File: src/rtl/uart_pkg.sv
// Shared UART definitions: bit-timing helpers (also used by the TX path), frame width, RX states.
// Pure declarations; no latency, no backpressure.
package uart_pkg;

    localparam int DataBits = 8;

    typedef enum logic [2:0] {
        RX_IDLE,
        RX_START,
        RX_DATA,
        RX_STOP,
        RX_BREAK
    } rx_state_e;

    function automatic int clocks_per_bit(input int clock_hz, input int baud);
        return clock_hz / baud;
    endfunction

    function automatic int half_bit(input int clock_hz, input int baud);
        return clocks_per_bit(clock_hz, baud) / 2;
    endfunction

endpackage

File: src/rtl/uart_rx_synchronizer.sv
// Two-flop synchronizer for the asynchronous RX pin; resets to the idle (high) level.
// Latency 2 clocks; no backpressure.
module uart_rx_synchronizer (
    input  logic clock,
    input  logic reset,
    input  logic rx_i,
    output logic rx_sync_o
);

    logic meta_q;
    logic sync_q;

    always_ff @(posedge clock or negedge reset) begin
        if (!reset) begin
            meta_q <= 1'b1;
            sync_q <= 1'b1;
        end else begin
            meta_q <= rx_i;
            sync_q <= meta_q;
        end
    end

    assign rx_sync_o = sync_q;

endmodule

File: src/rtl/uart_rx_byte.sv
// 8N1 UART receiver: mid-bit sampling, one-cycle dataValid / framingError strobes.
// Strobe lands HalfBit + 9*ClocksPerBit edges after IDLE sees the start bit; no backpressure.
module uart_rx_byte
    import uart_pkg::*;
#(
    parameter int ClockFrequency = 1000000,
    parameter int BaudRate       = 9600
) (
    input  logic                clock,
    input  logic                reset,
    input  logic                rx,
    output logic [DataBits-1:0] data,
    output logic                dataValid,
    output logic                framingError,
    output logic                busy
);

    localparam int ClocksPerBit = clocks_per_bit(ClockFrequency, BaudRate);
    localparam int HalfBit      = half_bit(ClockFrequency, BaudRate);
    localparam int CntW         = $clog2(ClocksPerBit);
    localparam int IdxW         = $clog2(DataBits);

    localparam logic [CntW-1:0] HalfLast = CntW'(HalfBit - 1);
    localparam logic [CntW-1:0] BitLast  = CntW'(ClocksPerBit - 1);
    localparam logic [IdxW-1:0] IdxLast  = IdxW'(DataBits - 1);

    if (ClocksPerBit < 4) begin : g_cpb_check
        $error("uart_rx_byte: ClocksPerBit must be at least 4");
    end

    logic rx_sync;

    uart_rx_synchronizer u_sync (
        .clock     (clock),
        .reset     (reset),
        .rx_i      (rx),
        .rx_sync_o (rx_sync)
    );

    rx_state_e           state_q, state_d;
    logic [CntW-1:0]     cnt_q, cnt_d;
    logic [IdxW-1:0]     idx_q, idx_d;
    logic [DataBits-1:0] shift_q, shift_d;
    logic [DataBits-1:0] data_q, data_d;
    logic                valid_q, valid_d;
    logic                ferr_q, ferr_d;
    logic                busy_q, busy_d;

    always_ff @(posedge clock or negedge reset) begin
        if (!reset) begin
            state_q <= RX_IDLE;
            cnt_q   <= '0;
            idx_q   <= '0;
            shift_q <= '0;
            data_q  <= '0;
            valid_q <= 1'b0;
            ferr_q  <= 1'b0;
            busy_q  <= 1'b0;
        end else begin
            state_q <= state_d;
            cnt_q   <= cnt_d;
            idx_q   <= idx_d;
            shift_q <= shift_d;
            data_q  <= data_d;
            valid_q <= valid_d;
            ferr_q  <= ferr_d;
            busy_q  <= busy_d;
        end
    end

    always_comb begin
        state_d = state_q;
        cnt_d   = cnt_q;
        idx_d   = idx_q;
        shift_d = shift_q;
        data_d  = data_q;
        valid_d = 1'b0;
        ferr_d  = 1'b0;

        unique case (state_q)
            RX_IDLE: begin
                cnt_d = '0;
                if (!rx_sync) begin
                    state_d = RX_START;
                end
            end
            RX_START: begin
                if (cnt_q == HalfLast) begin
                    cnt_d   = '0;
                    idx_d   = '0;
                    // A start bit that is high again at mid-bit was only a glitch.
                    state_d = rx_sync ? RX_IDLE : RX_DATA;
                end else begin
                    cnt_d = cnt_q + 1'b1;
                end
            end
            RX_DATA: begin
                if (cnt_q == BitLast) begin
                    cnt_d          = '0;
                    shift_d[idx_q] = rx_sync;
                    idx_d          = idx_q + 1'b1;
                    if (idx_q == IdxLast) begin
                        state_d = RX_STOP;
                    end
                end else begin
                    cnt_d = cnt_q + 1'b1;
                end
            end
            RX_STOP: begin
                if (cnt_q == BitLast) begin
                    cnt_d = '0;
                    if (rx_sync) begin
                        data_d  = shift_q;
                        valid_d = 1'b1;
                        state_d = RX_IDLE;
                    end else begin
                        ferr_d  = 1'b1;
                        state_d = RX_BREAK;
                    end
                end else begin
                    cnt_d = cnt_q + 1'b1;
                end
            end
            RX_BREAK: begin
                // Hold here until the line idles so a stuck-low line yields one error only.
                if (rx_sync) begin
                    state_d = RX_IDLE;
                end
            end
            default: begin
                state_d = RX_IDLE;
            end
        endcase
    end

    // Registered busy: rises one edge after leaving IDLE, falls on the edge that returns to it.
    assign busy_d = (state_q != RX_IDLE) && (state_d != RX_IDLE);

    assign data         = data_q;
    assign dataValid    = valid_q;
    assign framingError = ferr_q;
    assign busy         = busy_q;

endmodule

File: config.mk
export PLATFORM = sky130hd
export DESIGN_NAME = uart_rx_byte
export DESIGN_NICKNAME = d
export VERILOG_FILES = /design/src/rtl/uart_pkg.sv /design/src/rtl/uart_rx_synchronizer.sv /design/src/rtl/uart_rx_byte.sv
export SDC_FILE = /design/constraint.sdc
export NUM_CORES = 1
export LEC_CHECK = 0
export CAP_MARGIN = 20
export CORE_MARGIN = 2
export CORE_UTILIZATION = 50
export DETAILED_ROUTE_END_ITERATION = 6
export HOLD_SLACK_MARGIN = 0.15
export MAX_ROUTING_LAYER = met4
export PLACE_DENSITY = 0.7
export SYNTH_ARGS = -nofsm -noshare
export SYNTH_HDL_FRONTEND = slang
export SYNTH_HIERARCHICAL = 1
export SYNTH_SLANG_ARGS = --single-unit
File: constraint.sdc
create_clock -name clock -period 2.6 [get_ports clock]
set_input_delay 0.26 -clock clock [delete_from_list [all_inputs] [get_ports clock]]
set_output_delay 0.26 -clock clock [all_outputs]
set_load 0.02 [all_outputs]
## Word-level counts from Yosys, hierarchy flattened

Index checks and enable logic that the tools add are counted.
Widths: inputs -> output; s select.

| word-level totals | value |
|---|---|
| word-level logic and storage cells | 58 |
| memories | 0 |
| bits in latches | 0 |
| register bits after elaboration | 34 |
| bits in writable memories | 0 |
| ROM bits | 0 |

| cells by class | value |
|---|---|
| add/sub/neg operators | 2 |
| eq/ne operators | 9 |
| reduce and logical (&&, ||, !) cells | 11 |
| bitwise logic cells | 0 |
| multiply operators | 0 |
| magnitude comparators | 2 |
| shift-type cells | 0 |
| div/mod/pow operators | 0 |
| multiplexer cells | 24 |

Operator list:

| cell | number |
|---|---|
| $mux 3 | 9 |
| $pmux 7 s3 | 1 |
| $pmux 3 s5 | 1 |
| $mux 7 | 2 |
| $reduce_bool 3->1 | 3 |
| $bwmux 8 | 1 |
| $add 7x1->7 const B | 1 |
| $eq 7x6->1 const B | 1 |
| $eq 7x7->1 const B | 1 |
| $mux 1 | 7 |
| $eq 3x2->1 const B | 2 |
| $eq 3x3->1 const B | 2 |
| $pmux 3 s2 | 1 |
| $reduce_and 3->1 | 2 |
| $lt 3x4->1 const B | 1 |
| $ne 2x2->1 const B | 2 |
| $add 3x1->3 const B | 1 |
| $demux 1 s3 | 1 |
| $eq 3x1->1 const B | 1 |
| $ge 3x1->1 const B | 1 |
| $logic_not 3->1 | 1 |
| $logic_and 1x1->1 | 2 |
| $mux 2 | 1 |
| $reduce_and 2->1 | 1 |
| other kinds (2) | 2 |

## Longest topological paths before layout

Gate-level depths: netlist (run 1).

| logic depth | value |
|---|---|
| word-level depth | 6 |
| mapped depth | 6 |

## Hierarchy

The synthesis (run 1) kept the hierarchy.

Modules (own cells, without submodules):

| module | instances | cells an instance | area an instance (µm²) | seq. area each (µm²) |
|---|---|---|---|---|
| uart_rx_byte | 1 | 143 | 1606.5 | 800.8 |
| uart_rx_synchronizer | 1 | 2 | 52.6 | 52.6 |

## Least setup slack after synthesis (run 1)

Ideal clock, no wire load.

| timing path | value |
|---|---|
| path type | flip-flop to flip-flop |
| start point | reg cnt_q[0] |
| end point | reg shift_q[2] |
| clock period less this slack | 1.864 ns |
| data required time | 2.475 ns |
| library setup time | 0.125 ns |
| arrival | 1.740 ns |
| setup slack | 0.736 ns |
| cell stages (with the launch flop) | 7 |
| cell sequence | dfrtp_1 > ha_1 > nand3b_4 > nor4_4 > nand2b_2 > nor3b_1 > mux2_2 |

| between the ends | value |
|---|---|
| word-level cells in the longest chain between the ends | 2 |

Ends and longest elaborated chain:

| what | RTL line | RTL |
|---|---|---|
| start: declaration | uart_rx_byte.sv:41 | `logic [CntW-1:0] cnt_q, cnt_d;` |
| start signal: assignment | uart_rx_byte.sv:61 | `cnt_q <= cnt_d;` |
| $eq 7x7->1 | uart_rx_byte.sv:98 | `if (cnt_q == BitLast) begin` |
| $reduce_and 2->1 (no source line) | n/a |  |
| end signal: assignment | uart_rx_byte.sv:63 | `shift_q <= shift_d;` |
| end: declaration | uart_rx_byte.sv:43 | `logic [DataBits-1:0] shift_q, shift_d;` |

No other way between the ends.
A chain may end at the register's enable or synchronous reset.

## Final worst setup path (run 1)

Ends and elaborated chain as after synthesis.

==> results.yml, run 1 <==
run_status:
  run_status: "completed"
global_route:
  grt_max_degree: 35
  number_of_global_route_vias_before_repair: 1096
  number_of_antenna_violations_at_the_first_check_in_global_routing: 0
  gr-total-overflow: 0
  grt_pass1_wl_um: 4900
  global_route.usage.total: 0.183
power:
  power.sequential.fraction: 0.628
  power_switching_share: 0.219
  internal_portion_of_total_power_mw: 0.665
  ir_drop_mv: 0.391
  combPwrFrac: 0.017
  cellLeakagePower_nw: 0.905
  design_power_total_mw: 0.852
  switching_power_mw: 0.187
  p_clk_frac: 0.355
  pwr_density_cell_nw_per_um2: 451
cts:
  cts-htree-levels: 2
  clk_path_buf_depth: 2
  cts.repair.resized: 0
  cts_hold_repair.buffers: 0
  cts_tree: "built"
  cts.repair_timing.setup_buffer_count: 0
  clock-root-buffer: "sky130_fd_sc_hd__clkbuf_4"
  numCtsBuffers: 5
  worst_setup_hold_path_clk_slew_ps: 100
  tritoncts_num_sinks: 34
  insertion_delay_ps: 330
critical_path:
  worst-setup-path-type: "reg -> reg"
  arrival_ps: 2260
  worstSetupEndpointType: "flop"
  startpoint: "cnt_q[0]$_DFFE_PN0P_"
  cp_top_family: "simple AND/OR/NAND/NOR gates"
  worst-r2r-setup-slack_ps: 550
  timing.reg2reg.worst_path_depth: 6
  critPathBufInv: 0
  critPathMaxStageDelay_ps: 410
  cpMaxStageDelayCell: "sky130_fd_sc_hd__dfrtp_1"
  ff_to_ff_end: "shift_q[2]$_DFFE_PN0P_"
  crit_path_cell_trace: "ha_1 -> nand3b_4 -> nor4_4 -> nand2b_2 -> nor3b_1 -> mux2_2"
  worstSetupPathDepth: 6
  worst-endpoint-required_ps: 2810
  cp_max_fo: 6
  worst_setup_path_start_kind: "flop"
  critPathCapture: "shift_q[2]$_DFFE_PN0P_"
  rr_startpoint: "cnt_q[0]$_DFFE_PN0P_"
detailed_routing:
  routed_wire_length_per_instance_um: 13.5
  post-route-drc-count: 0
  detailedRoute.firstIterationViolations: 29
  routed_wire_length_um: 2760
  post_drt_via_cell_ratio: 5.51
  ant_nets: 0
  firstDrtPassIters: 4
  vias: 1130
sta:
  rsz0062_at_grt: "no"
  totalNegativeSetupSlack_ps: 0
  endpoints_failing_setup: 0
  maxClockFrequency_ghz: 0.489
  final-max-slew-violation-count: 0
  post-route-period-util: 0.787
  finClkSkew_ps: 10.4
  finalWorstPathRequiredPeriod_ps: 2050
  worst_slew_pin_slew_ps: 683
  setup_slack_ps: 553
  max_slew_margin: 0.540
  finalHoldViolations: 0
final_layout:
  layout-drive-gt1-share: 0.224
  final_cell_count_no_fill: 205
  multi_input_area_sq_um: 754
  area.sequential_sq_um: 853
  antennaDiodeCount: 0
  nets: 166
  syn_to_final_growth_pct: 14.0
  end_of_flow_core_utilization: 0.609
  n_fill_cell: 298
synth:
  synth_nets: 151
  ys_seq_elements: 34
  ys.flop_type: "sky130_fd_sc_hd__dfrtp_1"
  synth-edff-count: 0
  area_fraction_of_the_dominant_cell_type_after_synthesis: 0.483
  synth.avg_cell_area_sq_um: 11.4
  synth.yosys.seq_area_share: 0.514
  share_of_flip_flops_with_an_asynchronous_set_or_reset_after_synthesis: 1.00
  post_synth_inst_count: 145
  count_of_warnings_emitted_by_yosys: 6
  ys_top_cells_by_area: "sky130_fd_sc_hd__dfrtp_1 48%, sky130_fd_sc_hd__mux2_2 8.8%, sky130_fd_sc_hd__dfstp_2 3.2%"
  synth.lib_cells_used.distinct: 43
  syn_area_sq_um: 1660
  synthDominantAreaCellType: "sky130_fd_sc_hd__dfrtp_1"
floorplanning:
  core-area_sq_um: 3100
  fp.dieH_um: 61.6
  floorplan.io_pins: 14
  die_w_um: 61.6
  fp.dieArea_sq_um: 3800
  core.rowCount: 20
  initial_core_utilization: 0.535
placement:
  place_hpwl_um: 1910
  preCtsSetupSlack_ps: 547
  dp_cells: 197
  final_wtd_congestion: 0.937
  place.port_buffers: 13
min_path:
  hold_class: "in -> async"
run:
  max_cap_violations: 0
-- per-stage QoR --
step	area [sq um]	hold slack, ps
6_report	1890	313
5_1_grt	1890	334
4_1_cts	1890	322
3_5_place_dp	1830	348
3_3_place_gp	1830	348
2_1_floorplan	1660	-35.6
-- cell usage in the layout (no fill, tap or decap), types with 2 or more instances in the layout --
cell                              netlist  layout
sky130_fd_sc_hd__a211oi_1               2       2
sky130_fd_sc_hd__a21o_1                 5       5
sky130_fd_sc_hd__a21oi_1                4       4
sky130_fd_sc_hd__a22o_1                 2       2
sky130_fd_sc_hd__buf_4                  0       2
sky130_fd_sc_hd__clkbuf_4               0       5
sky130_fd_sc_hd__clkdlybuf4s50_1        0      13
sky130_fd_sc_hd__dfrtp_1               32      32
sky130_fd_sc_hd__dfstp_2                2       2
sky130_fd_sc_hd__ha_1                   3       3
sky130_fd_sc_hd__inv_1                  5       5
sky130_fd_sc_hd__mux2_2                13      13
sky130_fd_sc_hd__mux2_4                 3       3
sky130_fd_sc_hd__nand2_1               10      10
sky130_fd_sc_hd__nand2b_1               3       3
sky130_fd_sc_hd__nand3_1                6       6
sky130_fd_sc_hd__nand3b_1               2       2
sky130_fd_sc_hd__nand3b_4               2       2
sky130_fd_sc_hd__nor2_1                 6       6
sky130_fd_sc_hd__nor3_1                 3       3
sky130_fd_sc_hd__nor3b_1                2       2
sky130_fd_sc_hd__o21ai_0               10      10
sky130_fd_sc_hd__o32a_1                 2       2
-- routing by layer --
| layer | GRT usage | routed length, um | vias to the layer above |
|---|---|---|---|
| li1 | - | - | 551 |
| met1 | 0.242 | 1260 | 548 |
| met2 | 0.265 | 1340 | 24 |
| met3 | 0.0441 | 119 | 7 |
| met4 | 0.0821 | 41 | 0 |
| met5 | - | 0 | - |
-- cell usage after synthesis (2+ instances only) --
cell,count
sky130_fd_sc_hd__nand2b_1,3
sky130_fd_sc_hd__mux2_2,13
sky130_fd_sc_hd__nor2_1,6
sky130_fd_sc_hd__o21ai_0,10
sky130_fd_sc_hd__dfrtp_1,32
sky130_fd_sc_hd__nand3b_1,2
sky130_fd_sc_hd__clkbuf_1,2
sky130_fd_sc_hd__o32a_1,2
sky130_fd_sc_hd__inv_1,5
sky130_fd_sc_hd__nor3b_1,2
sky130_fd_sc_hd__nand3_1,6
sky130_fd_sc_hd__a21o_1,5
sky130_fd_sc_hd__dfstp_2,2
sky130_fd_sc_hd__nand2_1,10
sky130_fd_sc_hd__a21oi_1,4
sky130_fd_sc_hd__nand3b_4,2
sky130_fd_sc_hd__a211oi_1,2
sky130_fd_sc_hd__mux2_4,3
sky130_fd_sc_hd__nor3_1,3
sky130_fd_sc_hd__buf_2,5
sky130_fd_sc_hd__a22o_1,2
sky130_fd_sc_hd__ha_1,3
-- how the worst min path moves through the flow --
stage	from	endpoint	slack (ps)	cells after the start
floorplan	reset	busy$_DFF_PN0_	-40	0
global placement	u_sync/meta_q$_DFF_PN1_	u_sync/rx_sync_o$_DFF_PN1_	350	0
detailed placement	u_sync/meta_q$_DFF_PN1_	u_sync/rx_sync_o$_DFF_PN1_	350	0
CTS	reset	state_q[2]$_DFF_PN0_	320	2
global route	rx	u_sync/meta_q$_DFF_PN1_	330	1
finish	reset	cnt_q[6]$_DFFE_PN0P_	310	2
-- final cells by class --
class | count | area share
clock buffer | 6 | 0.0271
clock inverter | 2 | 0.00662
inverter | 5 | 0.00993
multi-input combinational | 99 | 0.399
sequential | 34 | 0.451
tap | 44 | 0.0291
timing repair buffer | 15 | 0.0768
-- worst register-to-register path, stage by stage, from the launching register on --
cell and delay (ps):
sky130_fd_sc_hd__dfrtp_1 410, sky130_fd_sc_hd__ha_1 290, sky130_fd_sc_hd__nand3b_4 140, sky130_fd_sc_hd__nor4_4 390
sky130_fd_sc_hd__nand2b_2 110, sky130_fd_sc_hd__nor3b_1 230, sky130_fd_sc_hd__mux2_2 360
-- logic make-up (layout without fill, tap and decap cells) --
kind of cell,Yosys count,in the layout,synth area share
AOI/OAI and AO/OA,31,31,0.124
xor gates and xnor gates,1,1,0.00528
adders and majority gates,3,3,0.0226
buffers and inverters,12,28,0.0309
DFF,34,34,0.514
muxes,16,16,0.115
and+or+nand+nor,48,48,0.187
-- power by group through the flow --
stage               clock, mW  sequential (mW)  combinational [mW]
floorplan                   0            0.543             0.00256
global placement            0            0.545              0.0154
detailed placement          0            0.546              0.0152
CTS                     0.317            0.535              0.0153
global route            0.345            0.536              0.0175
finish                  0.302            0.535              0.0144
-- flip-flops by register name (all words and copies together) (netlist names) --
name and cells:
shift_q 8, cnt_q 7, u_sync/rx_sync_o 1, u_sync/meta_q 1, state_q 3, dataValid 1
idx_q 3, framingError 1, data 8, busy 1
(Power assumes the default switching activity.)
==> run 2, diff against run 1 <==
- clock period: 2.6 -> 2.15 ns (I/O delays scaled with it)
==> results.yml, run 2 (synthesis gave the netlist of run 1 again) <==
cts:
  cts.repair_timing.setup_buffer_count: 0
  worst_setup_hold_path_clk_slew_ps: 110
  cts-htree-levels: 2
  cts_tree: "built"
  clock-root-buffer: "sky130_fd_sc_hd__clkbuf_4"
  insertion_delay_ps: 340
  tritoncts_num_sinks: 34
  clk_path_buf_depth: 2
  cts.repair.resized: 0
  cts_hold_repair.buffers: 0
  numCtsBuffers: 5
floorplanning:
  fp.dieH_um: 61.6
  core.rowCount: 20
  floorplan.io_pins: 14
  die_w_um: 61.6
  core-area_sq_um: 3100
  fp.dieArea_sq_um: 3800
  initial_core_utilization: 0.535
critical_path:
  critPathMaxStageDelay_ps: 410
  rr_startpoint: "cnt_q[0]$_DFFE_PN0P_"
  worstSetupEndpointType: "flop"
  crit_path_cell_trace: "ha_2 -> nand3b_4 -> or2_1 -> nor2_2 -> nand3_2 -> mux2_2"
  ff_to_ff_end: "data[6]$_DFFE_PN0P_"
  timing.reg2reg.worst_path_depth: 6
  worst-r2r-setup-slack_ps: 230
  cpMaxStageDelayCell: "sky130_fd_sc_hd__dfrtp_1"
  arrival_ps: 2140
  cp_top_family: "simple AND/OR/NAND/NOR gates"
  worst_setup_path_start_kind: "flop"
  worst-endpoint-required_ps: 2370
  critPathBufInv: 0
  worst-setup-path-type: "reg -> reg"
  cp_max_fo: 9
power:
  combPwrFrac: 0.017
  power.sequential.fraction: 0.621
  pwr_density_cell_nw_per_um2: 548
  power_switching_share: 0.227
  switching_power_mw: 0.237
  p_clk_frac: 0.362
  cellLeakagePower_nw: 0.907
  internal_portion_of_total_power_mw: 0.805
  ir_drop_mv: 0.365
detailed_routing:
  post-route-drc-count: 0
  post_drt_via_cell_ratio: 5.49
  detailedRoute.firstIterationViolations: 67
  vias: 1131
  firstDrtPassIters: 4
  routed_wire_length_um: 2770
  ant_nets: 0
  routed_wire_length_per_instance_um: 13.5
global_route:
  gr-total-overflow: 0
  grt_pass1_wl_um: 4750
  number_of_antenna_violations_at_the_first_check_in_global_routing: 0
  grt_max_degree: 35
  number_of_global_route_vias_before_repair: 1073
  global_route.usage.total: 0.180
min_path:
  hold_class: "in -> async"
sta:
  totalNegativeSetupSlack_ps: 0
  endpoints_failing_setup: 0
  finalHoldViolations: 0
  maxClockFrequency_ghz: 0.522
  finClkSkew_ps: 14.0
  finalWorstPathRequiredPeriod_ps: 1920
  final-max-slew-violation-count: 0
  hold_slack_ps: 275
  post-route-period-util: 0.892
  max_slew_margin: 0.652
  worst_slew_pin_slew_ps: 516
  rsz0062_at_grt: "no"
final_layout:
  most_common_library_cell_in_the_layout_ignoring_fill_and_taps: "sky130_fd_sc_hd__dfrtp_1"
  n_fill_cell: 265
  syn_to_final_growth_pct: 14.6
  antennaDiodeCount: 0
  layout-drive-gt1-share: 0.235
  nets: 167
  mostFrequentLayoutCells: "32 x sky130_fd_sc_hd__dfrtp_1, 13 x sky130_fd_sc_hd__mux2_2, 13 x sky130_fd_sc_hd__clkdlybuf4s50_1"
  end_of_flow_core_utilization: 0.613
run_status:
  run_status: "completed"
placement:
  final_wtd_congestion: 0.915
  place.port_buffers: 13
  place_hpwl_um: 1890
run:
  max_cap_violations: 0
## run 2: stage by stage
step | area (sq um) | setup WS [ps] | total power [mW] | cells
after floorplan | 1660 | 286 | 0.660 | 145
after global placement | 1830 | 198 | 0.678 | 198
after detailed placement | 1830 | 131 | 0.678 | 198
after CTS | 1900 | 141 | 1.06 | 206
after global routing | 1900 | 20.8 | 1.09 | 206
final | 1900 | 233 | 1.04 | 206
## run 2: routing by layer
layer	part of all wire	up-vias	track usage	routed length [um]
li1	-	551	-	-
met5	0	-	-	0
met3	0.056	4	0.0693	154
met1	0.46	549	0.230	1270
met4	0.014	0	0.0821	38
met2	0.47	27	0.253	1310
## run 2: power by group through the flow
stage	Clock, mW	Sequential, mW	Combinational, mW
3_5_place_dp	0	0.660	0.0186
4_1_cts	0.394	0.647	0.0188
2_1_floorplan	0	0.657	0.00310
3_3_place_gp	0	0.660	0.0184
6_report	0.377	0.647	0.0177
5_1_grt	0.421	0.648	0.0210
## run 2: how the worst max path moves through the flow
stage	startpoint	end	slack, ps	cells past startpoint
finish	cnt_q[0]$_DFFE_PN0P_	data[6]$_DFFE_PN0P_	230	6
global route	cnt_q[0]$_DFFE_PN0P_	shift_q[4]$_DFFE_PN0P_	20	6
CTS	cnt_q[0]$_DFFE_PN0P_	shift_q[2]$_DFFE_PN0P_	140	6
detailed placement	cnt_q[0]$_DFFE_PN0P_	shift_q[2]$_DFFE_PN0P_	130	6
global placement	cnt_q[0]$_DFFE_PN0P_	shift_q[2]$_DFFE_PN0P_	200	6
floorplan	cnt_q[0]$_DFFE_PN0P_	shift_q[2]$_DFFE_PN0P_	290	6
## run 2: layout make-up
| cell class | count | area (sq um) | area share |
|---|---|---|---|
| Multi-Input combinational cell | 99 | 757 | 0.398 |
| Tap cell | 44 | 55.1 | 0.0290 |
| Sequential cell | 34 | 853 | 0.449 |
| Timing Repair Buffer | 16 | 153 | 0.0803 |
| Clock inverter | 2 | 12.5 | 0.00658 |
| Clock buffer | 6 | 51.3 | 0.0270 |
| Inverter | 5 | 18.8 | 0.00987 |
## run 2: worst register-to-register path: stages, from the launching register on
cell	delay [ps]
sky130_fd_sc_hd__dfrtp_1	410
sky130_fd_sc_hd__ha_2	260
sky130_fd_sc_hd__nand3b_4	120
sky130_fd_sc_hd__or2_1	290
sky130_fd_sc_hd__nor2_2	150
sky130_fd_sc_hd__nand3_2	230
sky130_fd_sc_hd__mux2_2	350
